### src/rtl/gf3557_pkg.sv
// Shared definitions for the GF(3557) arithmetic blocks.
//   Q3557 / W3557  : prime modulus and its residue width
//   residue_t      : one reduced residue
//   frame_state_e  : position of the accumulator within a frame
//   modadd_3557    : (a + b) mod 3557 for a, b < 3557
package gf3557_pkg;

  localparam int unsigned W3557 = 12;
  localparam int unsigned Q3557 = 3557;

  typedef logic [W3557-1:0] residue_t;

  typedef enum logic {
    FRAME_FILL = 1'b0,  // more beats to come in this frame
    FRAME_LAST = 1'b1   // next accepted beat closes the frame
  } frame_state_e;

  // Both operands are below Q, so their sum is below 2Q and one
  // conditional subtract fully reduces it.
  function automatic residue_t modadd_3557(residue_t a, residue_t b);
    logic [W3557:0] s;
    // NOTE: blocking assignments inside functions and always_comb; they
    // describe combinational evaluation order, not registers.
    s = {1'b0, a} + {1'b0, b};
    if (s >= (W3557 + 1)'(Q3557)) begin
      s = s - (W3557 + 1)'(Q3557);
    end
    return s[W3557-1:0];
  endfunction

endpackage

### src/rtl/mod_add_3557.sv
// Combinational modular adder: sum = (a + b) mod Q, with a, b < Q.
// Shared with the butterfly datapath.
//   a, b : W-bit operands, each already reduced
//   sum  : W-bit reduced sum
module mod_add_3557
  import gf3557_pkg::*;
#(
  parameter int Q = Q3557,
  parameter int W = W3557
) (
  input  logic [W-1:0] a,
  input  logic [W-1:0] b,
  output logic [W-1:0] sum
);

  if (Q == Q3557 && W == W3557) begin : g_fixed
    // The shared package function keeps every 3557 datapath bit-identical.
    assign sum = modadd_3557(a, b);
  end else begin : g_generic
    localparam logic [W:0] QW = (W + 1)'(Q);
    logic [W:0] s;
    always_comb begin
      s = {1'b0, a} + {1'b0, b};
      if (s >= QW) begin
        s = s - QW;
      end
    end
    assign sum = s[W-1:0];
  end

endmodule

### src/rtl/mod_accum_3557.sv
// Streaming modular accumulator: sums LEN residues per frame mod Q and
// presents one reduced result per frame.
//   clk, rst             : clock, synchronous active-high reset
//   in_valid/in_ready    : input beat handshake, in_data is a residue
//   out_valid/out_ready  : result handshake, out_data is frame sum mod Q
//   err                  : sticky, some accepted in_data was >= Q
module mod_accum_3557
  import gf3557_pkg::*;
#(
  parameter int Q     = Q3557,
  parameter int W     = W3557,
  parameter int LEN   = 16,
  parameter int CNT_W = (LEN > 1) ? $clog2(LEN) : 1
) (
  input  logic         clk,
  input  logic         rst,
  input  logic         in_valid,
  output logic         in_ready,
  input  logic [W-1:0] in_data,
  output logic         out_valid,
  input  logic         out_ready,
  output logic [W-1:0] out_data,
  output logic         err
);

  localparam logic [W:0]       QW       = (W + 1)'(Q);
  localparam logic [CNT_W-1:0] LAST_CNT = CNT_W'(LEN - 1);

  logic [W-1:0]     acc;
  logic [CNT_W-1:0] cnt;
  frame_state_e     state;
  logic             in_range;
  logic [W-1:0]     x;
  logic [W-1:0]     sum;
  logic             accept;
  logic             final_accept;

  // Frame position is fully encoded by cnt; the held-result condition
  // lives in out_valid and is orthogonal to it.
  always_comb begin
    // NOTE: every always_comb output gets a default first so no path
    // leaves it unassigned and infers a latch.
    state = FRAME_FILL;
    if (cnt == LAST_CNT) begin
      state = FRAME_LAST;
    end
  end

  // Out-of-range residues contribute nothing and raise err.
  always_comb begin
    in_range = ({1'b0, in_data} < QW);
    x        = in_range ? in_data : '0;
  end

  mod_add_3557 #(
    .Q (Q),
    .W (W)
  ) u_add (
    .a   (acc),
    .b   (x),
    .sum (sum)
  );

  // Only the closing beat can stall, and only while an untaken result
  // would otherwise be overwritten; a result being taken this cycle
  // frees the register for the new one.
  assign in_ready     = ~((state == FRAME_LAST) & out_valid & ~out_ready);
  assign accept       = in_valid & in_ready;
  assign final_accept = accept & (state == FRAME_LAST);

  always_ff @(posedge clk) begin
    // NOTE: non-blocking assignments for all state so every register
    // samples pre-edge values regardless of statement order.
    if (rst) begin
      acc       <= '0;
      cnt       <= '0;
      out_valid <= 1'b0;
      out_data  <= '0;
      err       <= 1'b0;
    end else begin
      out_valid <= final_accept | (out_valid & ~out_ready);
      if (accept) begin
        if (!in_range) begin
          err <= 1'b1;
        end
        if (state == FRAME_LAST) begin
          out_data <= sum;
          acc      <= '0;
          cnt      <= '0;
        end else begin
          acc <= sum;
          cnt <= cnt + CNT_W'(1);
        end
      end
    end
  end

endmodule

### config.mk
export PLATFORM = sky130hd
export DESIGN_NAME = mod_accum_3557
export DESIGN_NICKNAME = d
export VERILOG_FILES = /design/src/rtl/gf3557_pkg.sv /design/src/rtl/mod_add_3557.sv /design/src/rtl/mod_accum_3557.sv
export SDC_FILE = /design/constraint.sdc
export NUM_CORES = 1
export LEC_CHECK = 0
export BUFFER_PORTS_ARGS = -buffer_cell sky130_fd_sc_hd__buf_2
export CORE_MARGIN = 5
export CORE_UTILIZATION = 55
export DETAILED_ROUTE_END_ITERATION = 10
export HOLD_SLACK_MARGIN = 0.05
export MAX_ROUTING_LAYER = met4
export PLACE_DENSITY = 0.77
export SLEW_MARGIN = 25
export SYNTH_ARGS = -nofsm -noshare
export SYNTH_HDL_FRONTEND = slang
export SYNTH_SLANG_ARGS = --single-unit
### constraint.sdc
create_clock -name clk -period 4.15 [get_ports clk]
set_clock_uncertainty 0.1 [all_clocks]
set_input_delay 0.415 -clock clk [delete_from_list [all_inputs] [get_ports clk]]
set_output_delay 0.415 -clock clk [all_outputs]
set_load 0.03 [all_outputs]
[Word level (Yosys, flattened, before mapping)]
Cells that the tools add are included.
Cells by class
  add/subtract/negate cells: 3
  order comparisons: 2
  equal/unequal tests: 1
  multiplexer cells: 5
  bitwise operators: 9
  reduce and logical (&&, ||, !) cells: 2
Operators by type and width (number)
  2-to-1 mux 12 bit: 3
  adder 12 x 12 -> 13 bit: 1
  greater-or-equal comparator 13 x 12 -> 1 bit, second input constant: 1
  < comparator 12 bit, second input constant: 1
  subtractor 12 bit, second input constant: 1
  bitwise AND 1 bit: 5
  adder 4 x 1 -> 4 bit, second input constant: 1
  == test 4 bit, second input constant: 1
  2-to-1 mux 4 bit: 1
  AND reduction 2 bit: 2
  NOT 1 bit: 3
  2-to-1 mux 1 bit: 1
  OR 1 bit: 1
Word-level totals
  register bits after elaboration: 30
  input bits: 16
  output and inout port bits: 15
  word-level logic and storage cells: 27

[Logic depth before layout (Yosys ltp)]
Gate-level depths: netlist (run 1).
  depth after elaboration: 8
  depth in mapped cells: 19

[Hierarchy]
Synthesis (run 1) repeated with hierarchy kept, for this count alone.
Second synthesis, totals
  cell total of the unflattened synthesis: 307
  area, all modules: 2603.7 sq um
By module, submodules not included
  mod_add_3557: times used 1, cells each 193, area each 1386.3 sq um
  mod_accum_3557: times used 1, cells each 114, area each 1217.4 sq um

[Least setup slack after synthesis (run 1)]
Ideal clock, no wire load.
  path type: input to register
  from: input in_data[0]
  to: register out_data[2]
  library setup time: 0.071 ns
  arrival: 3.617 ns
  required time: 3.979 ns
  slack: 0.362 ns
  stages: 17
  path buffers: 1
  path through: o21ai_0 -> a21oi_1 -> o21ai_0 -> inv_1 -> nand2_1 -> clkbuf_1 -> and2_1 -> ha_1 -> fa_1 -> a21oi_1 -> o211ai_2 -> a31o_2 -> xnor2_1 -> o311ai_4 -> and4_2 -> or3_1 -> a21oi_1
On the way
  longest elaborated chain between the ends: 5
RTL lines
  from (decl): line mod_accum_3557.sv:19  | input logic [W-1:0] in_data,
  < comparator 12 bit: line mod_accum_3557.sv:51  | in_range = ({1'b0, in_data} < QW);
  2-to-1 mux 12 bit *: line mod_accum_3557.sv:52  | x = in_range ? in_data : '0;
  adder 12 x 12 -> 13 bit *: line gf3557_pkg.sv:24  | s = {1'b0, a} + {1'b0, b};
  subtractor 12 bit or greater-or-equal comparator 13 x 12 -> 1 bit (tied branches): line gf3557_pkg.sv:26, gf3557_pkg.sv:25
  2-to-1 mux 12 bit *: line gf3557_pkg.sv:25  | if (s >= (W3557 + 1)'(Q3557)) begin
  to (signal assigned): line mod_accum_3557.sv:87  | out_data <= sum;
  to (decl): line mod_accum_3557.sv:22  | output logic [W-1:0] out_data,
Every way passes the cells marked *; elsewhere a longest branch is shown, timed or not.
A chain may end at the register's enable or synchronous reset.

[Final worst setup path (run 1)]
  from: input in_data[0]
  to: register acc[4]
On the way
  longest elaborated chain between the ends: 6
RTL lines
  < comparator 12 bit: line mod_accum_3557.sv:51
  2-to-1 mux 12 bit *: line mod_accum_3557.sv:52
  adder 12 x 12 -> 13 bit *: line gf3557_pkg.sv:24
  subtractor 12 bit or greater-or-equal comparator 13 x 12 -> 1 bit (tied branches): line gf3557_pkg.sv:26, gf3557_pkg.sv:25
  2-to-1 mux 12 bit *: line gf3557_pkg.sv:25
  2-to-1 mux 12 bit *: line mod_accum_3557.sv:86  | if (state == FRAME_LAST) begin
  to (signal assigned): line mod_accum_3557.sv:91  | acc <= sum;
  to (decl): line mod_accum_3557.sv:29  | logic [W-1:0] acc;
Marked as above.

==> results.json, run 1 <==
{
  "syn_inst": 257,
  "stdcell_area_mm2": 0.00250,
  "dpl_cell_area_mm2": 0.00240,
  "synth.largest_area_cell": "dfxtp_1",
  "cts_tree": "done",
  "avgSynthCellArea_um2": 8.29,
  "critPathLaunchType": "input pin",
  "antenna_found_initial": 0,
  "slew_viol_final": 0,
  "critPathMaxFanout": 10,
  "final_antenna_net_count": 0,
  "drc": 0,
  "setup_violations": 0,
  "syn_area_mm2": 0.00213,
  "hold_path_class": "input pin to flop",
  "clk_path_buf_depth": 2,
  "synth_compound_area_share_pct": 26.3,
  "relSlewSlack_pct": 48.1,
  "ys_ff_latch": 30,
  "drtPass1Iterations": 4,
  "async_reset_ff_share_pct": 0,
  "gp_congestion": 0.925,
  "synth_fa_ha_area_share_pct": 9.75,
  "cts.sinks": 30,
  "drive_gt1_share_pct": 23.0,
  "antenna_cells": 0,
  "utilization_pct": 67.3,
  "die_w_um": 72.2,
  "synth_top_family_by_area": "compound AO/OA/AOI/OAI gates",
  "wire_per_inst_um": 14.5,
  "synthXorXnorAreaFrac_pct": 6.99,
  "yosys-top-cells-count": "30 x dfxtp_1, 25 x nor2_1, 22 x nand2_1",
  "h-tree-depth": 2,
  "grt_use_total_pct": 21.2,
  "core_mm2": 0.00372,
  "clk-insertion-delay-late_ns": 0.28,
  "vias_per_cell": 5.70,
  "end_kind": "flop",
  "grt_max_degree": 22,
  "num_rows": 22,
  "dp_hpwl_um": 4080,
  "syn_nets": 289,
  "start_util_pct": 57.3,
  "cts.reportedPaths.clkPinSlew_ns": 0.06,
  "p_leak_nw": 1.09,
  "area_delta_synth_final_pct": 17.5,
  "yosys.area_share.simple_pct": 23.6,
  "synth_cell_types": 51,
  "vias": 1985,
  "grt_pass1_wl_um": 8480,
  "synth.mux.area_fraction_pct": 0.940,
  "nets": 331,
  "routed_wl_um": 5040,
  "cp.arrival_ns": 3.85,
  "ys_top_cells_by_area": "dfxtp_1 28%, ha_1 8.8%, xnor2_1 4.5%, nor2_1 4.4%, o21ai_0 4.0%",
  "synth.most_common_cell": "dfxtp_1",
  "path_class": "input pin to flop",
  "drt-initial-drc-count": 116,
  "grt_pass1_vias": 1812,
  "io_buffer_count": 30,
  "ir_drop_mv": 0.473,
  "grt_overflow": 0,
  "fmax_mhz": 263,
  "synth_ff_type": "dfxtp_1",
  "ioPinCount": 31,
  "worst_pin_slew_ns": 0.776,
  "fin_ws_ns": 0.343,
  "clockRootBuffer": "clkbuf_8",
  "yosysSeqAreaShare_pct": 28.2,
  "place_ws_ns": 0.0755,
  "status": "complete, no violations",
  "powerDensity_mw_per_mm2": 768,
  "required_ns": 4.19,
  "fin_crit_sh_pct": 91.7,
  "ys.warnings.count": 0,
  "die_h_um": 72.2,
  "rsz0062_at_grt": "true",
  "cap_violations": 0,
  "fin_crit_ns": 3.81,
  "synth_edf_count": 0,
  "postCtsHoldBufs": 0,
  "die_area_mm2": 0.00522,
  "cts_buffers": 5,
  "hold_viol": 0,
  "synth_top_cell_area_share_pct": 28.2
}
final timing paths:
path / endpoint / startpoint / slack (ns) / cells past startpoint
setup reg to reg: acc[4] / acc[0] / 0.85 / 11
setup / recovery: acc[4] / in_data[0] / 0.34 / 18
hold reg to reg: out_data[2] / out_data[2] / 0.35 / 2
hold / removal: out_valid / out_ready / 0.32 / 3
area by class of cell:
| type | count | area [um2] |
|---|---|---|
| multi-input cells | 206 | 1440 |
| fillers | 325 | 1210 |
| flip-flops and latches | 30 | 601 |
| repair buffers | 47 | 278 |
| clock buffers | 7 | 86.3 |
| well taps | 48 | 60.1 |
| inverters | 9 | 33.8 |
| clock inverters | 1 | 5.00 |
power by group:
group          switching (W)  internal, W  leakage [nW]
clock network       0.000104     0.000133        0.0482
registers          0.0000438     0.000345         0.244
logic               0.000726     0.000569         0.797
per-stage QoR:
step	hold WS, ns	TNS (ns)	cells	total power, W
6_report	0.322	0	348	0.00192
2_1_floorplan	0.332	0	257	0.00134
3_5_place_dp	0.344	0	339	0.00167
5_1_grt	0.349	-0.0176	348	0.00210
4_1_cts	0.320	0	347	0.00191
3_3_place_gp	0.343	0	339	0.00164
sequential cells by signal, indices dropped and copies added (netlist names):
name and count:
acc 12, err 1, out_data 12, out_valid 1
cnt 4
timing repair:
item                       4_1_cts  5_1_grt
resized for setup                0        0
setup buffers                    0        1
setup endpoints to repair        0        4
critical path, stage by stage:
cell,delay [ns]
buf_2,0.09
o21ai_0,0.08
a21oi_1,0.14
o21ai_0,0.09
inv_1,0.08
nand2_1,0.08
and2_1,0.16
ha_1,0.20
fa_1,0.39
a21oi_1,0.25
o211ai_2,0.16
xnor2_1,0.17
or3b_4,0.40
o311ai_4,0.49
buf_4,0.21
nand3_2,0.07
xor2_1,0.27
o21ai_0,0.12
cells in the final DEF (no fill, tap or decap), types with 3 or more instances in the layout:
| master | n |
|---|---|
| nand3_1 | 8 |
| clkbuf_8 | 6 |
| ha_1 | 15 |
| nor2b_1 | 3 |
| nand2_1 | 22 |
| a21oi_1 | 13 |
| a211oi_1 | 10 |
| xnor2_1 | 11 |
| inv_1 | 8 |
| and2_1 | 13 |
| buf_4 | 17 |
| a21o_1 | 5 |
| buf_2 | 30 |
| nor2_1 | 25 |
| xor2_1 | 6 |
| o21ai_0 | 17 |
| a31oi_1 | 4 |
| o31ai_1 | 8 |
| dfxtp_1 | 30 |
| or3_1 | 4 |
| nand3b_1 | 3 |
| a311oi_1 | 3 |
routing by layer:
metal / share of wire (%) / track usage (%) / vias to the layer above
li1: - / - / 1018
met1: 44 / 25.2 / 915
met2: 49 / 34.1 / 44
met3: 5.4 / 6.09 / 8
met4: 2.2 / 7.31 / 0
met5: 0 / - / -
logic make-up (layout without fill, tap and decap cells):
kind of cell / after synthesis / after routing
flops: 30 / 30
buf+inv: 21 / 64
simple gates: 94 / 94
fa+ha+maj: 16 / 16
compound gates: 77 / 77
xor+xnor: 17 / 17
mux: 2 / 2
Note: power is estimated with default switching activity, not from simulation.
==> inputs of run 2 (changes only) <==
--- a/config.mk
+++ b/config.mk
@@ -8,6 +8,7 @@
 export BUFFER_PORTS_ARGS = -buffer_cell sky130_fd_sc_hd__buf_2
 export CORE_MARGIN = 5
 export CORE_UTILIZATION = 55
+export CTS_BUF_LIST = sky130_fd_sc_hd__clkbuf_8
 export DETAILED_ROUTE_END_ITERATION = 10
 export HOLD_SLACK_MARGIN = 0.05
 export MAX_ROUTING_LAYER = met4
==> run 2 against run 1 <==
Sequential power hardly changed. Combinational power hardly changed. Die area stayed put. Global-route usage stayed put. Hold slack worse by 0.0018 ns. Critical path type unchanged. Largest cell class unchanged. Highest routed layer unchanged.
==> results.json, run 2 (synthesized netlist as in run 1, its figures left out) <==
{
  "status": "complete, no violations",
  "grt_pass1_vias": 1812,
  "cts.reportedPaths.clkPinSlew_ns": 0.06,
  "fmax_mhz": 263,
  "wire_per_inst_um": 14.5,
  "critPathMaxFanout": 10,
  "end_kind": "flop",
  "setup_violations": 0,
  "hold_viol": 0,
  "dpl_cell_area_mm2": 0.00240,
  "drc": 0,
  "top_regs": "acc: 12 flops, out_data: 12 flops, cnt: 4 flops",
  "cts.sinks": 30,
  "utilization_pct": 67.3,
  "die_w_um": 72.2,
  "worstHoldStart": "out_ready",
  "antenna_cells": 0,
  "grt_max_degree": 22,
  "powerDensity_mw_per_mm2": 766,
  "cap_violations": 0,
  "p_leak_nw": 1.09,
  "cts_resized": 0,
  "required_ns": 4.20,
  "cts_buffers": 5,
  "crit_chain": "buf_2 -> o21ai_0 -> a21oi_1 -> o21ai_0 -> inv_1 -> nand2_1 -> and2_1 -> ha_1 -> fa_1 -> a21oi_1 -> o211ai_2 -> xnor2_1 -> or3b_4 -> o311ai_4 -> buf_4 -> nand3_2 -> xor2_1 -> o21ai_0",
  "worst_pin_slew_ns": 0.775,
  "fin_crit_ns": 3.81,
  "vias": 1982,
  "fill_cells": 325,
  "die_h_um": 72.2,
  "postCtsHoldBufs": 0,
  "top_usage_layer": "met2",
  "clockRootBuffer": "clkbuf_8",
  "hold_depth": 3,
  "final_cell_mix": "30 x dfxtp_1, 30 x buf_2, 25 x nor2_1",
  "cp.arrival_ns": 3.85,
  "antenna_found_initial": 0,
  "critPathMaxStageDelay_ns": 0.49,
  "r2r-end": "acc[4]",
  "drive_gt1_share_pct": 23.0,
  "path_class": "input pin to flop",
  "r2r-start": "acc[0]",
  "grt_util_met1_pct": 25.2,
  "slew_viol_final": 0,
  "multi_input_area_mm2": 0.00144,
  "clk_path_buf_depth": 2,
  "rsz0062_at_grt": "true",
  "cts_setup_buffers": 0,
  "dp_hpwl_um": 4080,
  "hold_path_class": "input pin to flop",
  "crit_top_cell": "o21ai_0",
  "gp_congestion": 0.925,
  "vias_per_cell": 5.70,
  "critPathLaunchType": "input pin",
  "use_met3_pct": 6.09,
  "cp_slowest_cell": "o311ai_4",
  "ir_drop_mv": 0.473,
  "stdcell_area_mm2": 0.00250,
  "routed_wl_um": 5030,
  "drt-initial-drc-count": 116,
  "h-tree-depth": 2,
  "power_w": 0.00192,
  "die_area_mm2": 0.00522,
  "start_util_pct": 57.3,
  "fin_crit_sh_pct": 91.7,
  "grt_pass1_wl_um": 8480,
  "num_rows": 22,
  "grt_use_total_pct": 21.2,
  "worstHoldEndpoint": "out_valid",
  "nets": 331,
  "r2r_setup_slack_ns": 0.85,
  "core_mm2": 0.00372,
  "io_buffer_count": 30,
  "clk-insertion-delay-late_ns": 0.28,
  "grt_overflow": 0,
  "rr_worst_depth": 11,
  "drtPass1Iterations": 4,
  "hold_slack_ns": 0.320,
  "ioPinCount": 31,
  "regArea_um2": 601,
  "grt_util_met2_pct": 34.1,
  "area_delta_synth_final_pct": 17.5,
  "cts_tree": "done",
  "relSlewSlack_pct": 48.2,
  "final_antenna_net_count": 0
}
[run 2: cell count changes in the layout (fill, tap and decap cells not counted)]
cell	previous run	this run
clkbuf_1	1	0
inv_1	8	9
[run 2: area by class of cell]
class	instances	area share, %
multi-input combinational	206	57.5
tap	48	2.40
timing repair buffer	47	11.1
clock inverter	2	0.350
inverter	9	1.35
clock buffer	6	3.30
sequential	30	24.0
[run 2: metal layers]
layer  routed length, um  part of all wire [%]  vias up
met3                 264                   5.2        8
li1                    -                     -     1018
met2                2460                    49       42
met4                 110                   2.2        0
met1                2190                    44      914
met5                   0                     0        -
[run 2: worst max-delay path: cells and delay by family]
family	cells	cell delay, ns
AOI/OAI and AO/OA	7	1.33
and+or+nand+nor	4	0.71
adders and majority gates	2	0.59
xor gates and xnor gates	2	0.44
buffers and inverters	3	0.38
[run 2: worst max-delay path by stage]
stage	start	end	slack, ns	cells past startpoint
finish	in_data[0]	acc[4]	0.34	18
global route	in_data[0]	acc[4]	-0.02	18
CTS	in_data[0]	out_data[2]	0.34	17
detailed placement	in_data[0]	out_data[8]	0.08	18
global placement	in_data[5]	out_data[2]	0.17	17
floorplan	in_data[0]	out_data[2]	0.36	17
[run 2: power by group]
part	switching, W	internal (W)	total, W	leakage [nW]
Clock	0.000104	0.000131	0.000235	0.0524
Combinational	0.000725	0.000569	0.00129	0.797
Sequential	0.0000438	0.000345	0.000388	0.244
Total	0.000873	0.00104	0.00192	1.09
[run 2: metrics by stage]
stage / TNS (ns) / std cells / setup slack (ns)
6_report: 0 / 348 / 0.344
5_1_grt: -0.0176 / 348 / -0.0176
4_1_cts: 0 / 347 / 0.337
3_5_place_dp: 0 / 339 / 0.0755
3_3_place_gp: 0 / 339 / 0.170
2_1_floorplan: 0 / 257 / 0.362
==> inputs of run 3 (changes only) <==
==> constraint.sdc (replaced) <==
create_clock -name clk -period 4.15 [get_ports clk]
set_clock_uncertainty 0.1 [all_clocks]
set_input_delay 0.6225 -clock clk [delete_from_list [all_inputs] [get_ports clk]]
set_output_delay 0.6225 -clock clk [all_outputs]
set_load 0.03 [all_outputs]
==> run 3 against run 2 <==
Cell area grew 5.5%. Hold slack gained 0.031 ns. First-iteration DRC count grew 35%. Sequential power is essentially flat. Routed wire length grew 9.1%. Via count grew 5.8%. Count of clock-buffer cells in the layout shrank 1. Combinational power grew 19%. Global-route usage grew 1.1 points. Non-clock buffer count grew 14.
==> results.json, run 3 (synthesized netlist as in run 1, its figures left out) <==
{
  "status": "complete, no violations",
  "required_ns": 4.26,
  "drive_gt1_share_pct": 28.0,
  "routed_wl_um": 5490,
  "h-tree-depth": 2,
  "drc": 0,
  "multi_input_area_mm2": 0.00148,
  "ioPinCount": 31,
  "cp.arrival_ns": 4.06,
  "r2r-end": "out_data[2]",
  "critPathMaxFanout": 5,
  "grt_pass1_vias": 2050,
  "core_mm2": 0.00372,
  "clockRootBuffer": "clkbuf_8",
  "fin_crit_ns": 3.96,
  "fill_cells": 326,
  "nets": 346,
  "fin_crit_sh_pct": 95.3,
  "cap_violations": 0,
  "relSlewSlack_pct": 41.5,
  "regArea_um2": 601,
  "hold_viol": 0,
  "path_class": "input pin to flop",
  "dp_hpwl_um": 4250,
  "rr_worst_depth": 11,
  "final_cell_mix": "31 x buf_4, 30 x dfxtp_1, 30 x buf_2",
  "cts.sinks": 30,
  "grt_overflow": 0,
  "die_w_um": 72.2,
  "setup_violations": 0,
  "slew_viol_final": 0,
  "clk-insertion-delay-late_ns": 0.27,
  "rsz0062_at_grt": "false",
  "start_util_pct": 57.3,
  "final_antenna_net_count": 0,
  "io_buffer_count": 30,
  "num_rows": 22,
  "worstHoldEndpoint": "out_data[2]",
  "cts_tree": "done",
  "end_kind": "flop",
  "dpl_cell_area_mm2": 0.00251,
  "p_leak_nw": 1.16,
  "drtPass1Iterations": 4,
  "final_common_cell": "buf_4",
  "grt_pass1_wl_um": 9080,
  "vias": 2097,
  "hold_path_class": "flop to flop",
  "grt_max_degree": 22,
  "critPathLaunchType": "input pin",
  "worstHoldStart": "out_data[2]",
  "fmax_mhz": 253,
  "powerDensity_mw_per_mm2": 806,
  "placed_cells": 353,
  "hold_depth": 2,
  "clk_path_buf_depth": 2,
  "cts.reportedPaths.clkPinSlew_ns": 0.06,
  "antenna_found_initial": 0,
  "die_area_mm2": 0.00522,
  "worst_pin_slew_ns": 0.874,
  "fin_cells": 362,
  "die_h_um": 72.2,
  "gp_congestion": 0.885,
  "drt-initial-drc-count": 157,
  "cts_buffers": 5,
  "fin_tns_setup_ns": 0,
  "area_delta_synth_final_pct": 24.0,
  "grt_use_total_pct": 22.3,
  "vias_per_cell": 5.79,
  "stdcell_area_mm2": 0.00264,
  "r2r-start": "acc[0]",
  "r2r_setup_slack_ns": 0.99,
  "critPathLaunch": "in_data[0]",
  "ir_drop_mv": 0.564,
  "antenna_cells": 0,
  "top_regs": "acc: 12 flops, out_data: 12 flops, cnt: 4 flops",
  "wire_per_inst_um": 15.2
}
-- run 3: layout make-up --
type | count | share of cell area [%]
Clock inverter | 2 | 0.379
Inverter | 9 | 1.28
Clock buffer | 5 | 2.61
Sequential cell | 30 | 22.7
Timing Repair Buffer | 61 | 14.5
Tap cell | 48 | 2.27
Multi-Input combinational cell | 207 | 56.2
-- run 3: routing by layer --
layer	part of all wire, %	GRT usage (%)	vias to the layer above	wire length, um
li1	-	-	1052	-
met1	43	27.3	978	2370
met2	50	37.5	57	2720
met3	5.8	4.71	10	318
met4	1.3	5.22	0	72
met5	0	-	-	0
-- run 3: how the worst max path moves through the flow --
stage / endpoint / slack (ns)
finish: out_data[2] / 0.19
global route: out_data[2] / 0.002
CTS: out_data[2] / 0.12
detailed placement: out_data[2] / -0.13
global placement: out_data[2] / -0.02
floorplan: out_data[2] / 0.15
-- run 3: metrics by stage --
step / setup WS (ns) / total power, W / hold WS, ns / util (%)
finish: 0.195 / 0.00213 / 0.351 / 71.0
global route: 0.00232 / 0.00230 / 0.385 / 71.0
CTS: 0.116 / 0.00203 / 0.354 / 69.6
detailed placement: -0.131 / 0.00181 / 0.346 / 67.5
global placement: -0.0172 / 0.00179 / 0.342 / 67.5
floorplan: 0.155 / 0.00134 / 0.332 / -
-- run 3: what timing repair did --
item / CTS / global route
hold buffers: 0 / 0
resized for setup: 0 / 5
endpoints found under the setup margin: 0 / 23
endpoints found under the hold margin: 0 / 0
setup buffers: 0 / 1
-- run 3: power breakdown --
| group | internal (W) | total (W) | switching (W) | leakage [nW] |
|---|---|---|---|---|
| clock | 0.000112 | 0.000215 | 0.000103 | 0.0438 |
| sequential | 0.000345 | 0.000388 | 0.0000430 | 0.244 |
| combinational | 0.000711 | 0.00153 | 0.000814 | 0.876 |
-- run 3: critical path, cell delays in order --
cell and delay, ns:
buf_2 0.09, o21ai_0 0.08, a21oi_1 0.16, o21ai_0 0.12, inv_1 0.09, nand2_1 0.09
and2_1 0.17, ha_1 0.22, fa_2 0.37, a21oi_2 0.22, o211ai_2 0.17, a31o_4 0.30
a311oi_2 0.27, buf_4 0.19, o311ai_2 0.16, and4_2 0.29, or3_1 0.33, a21oi_1 0.12
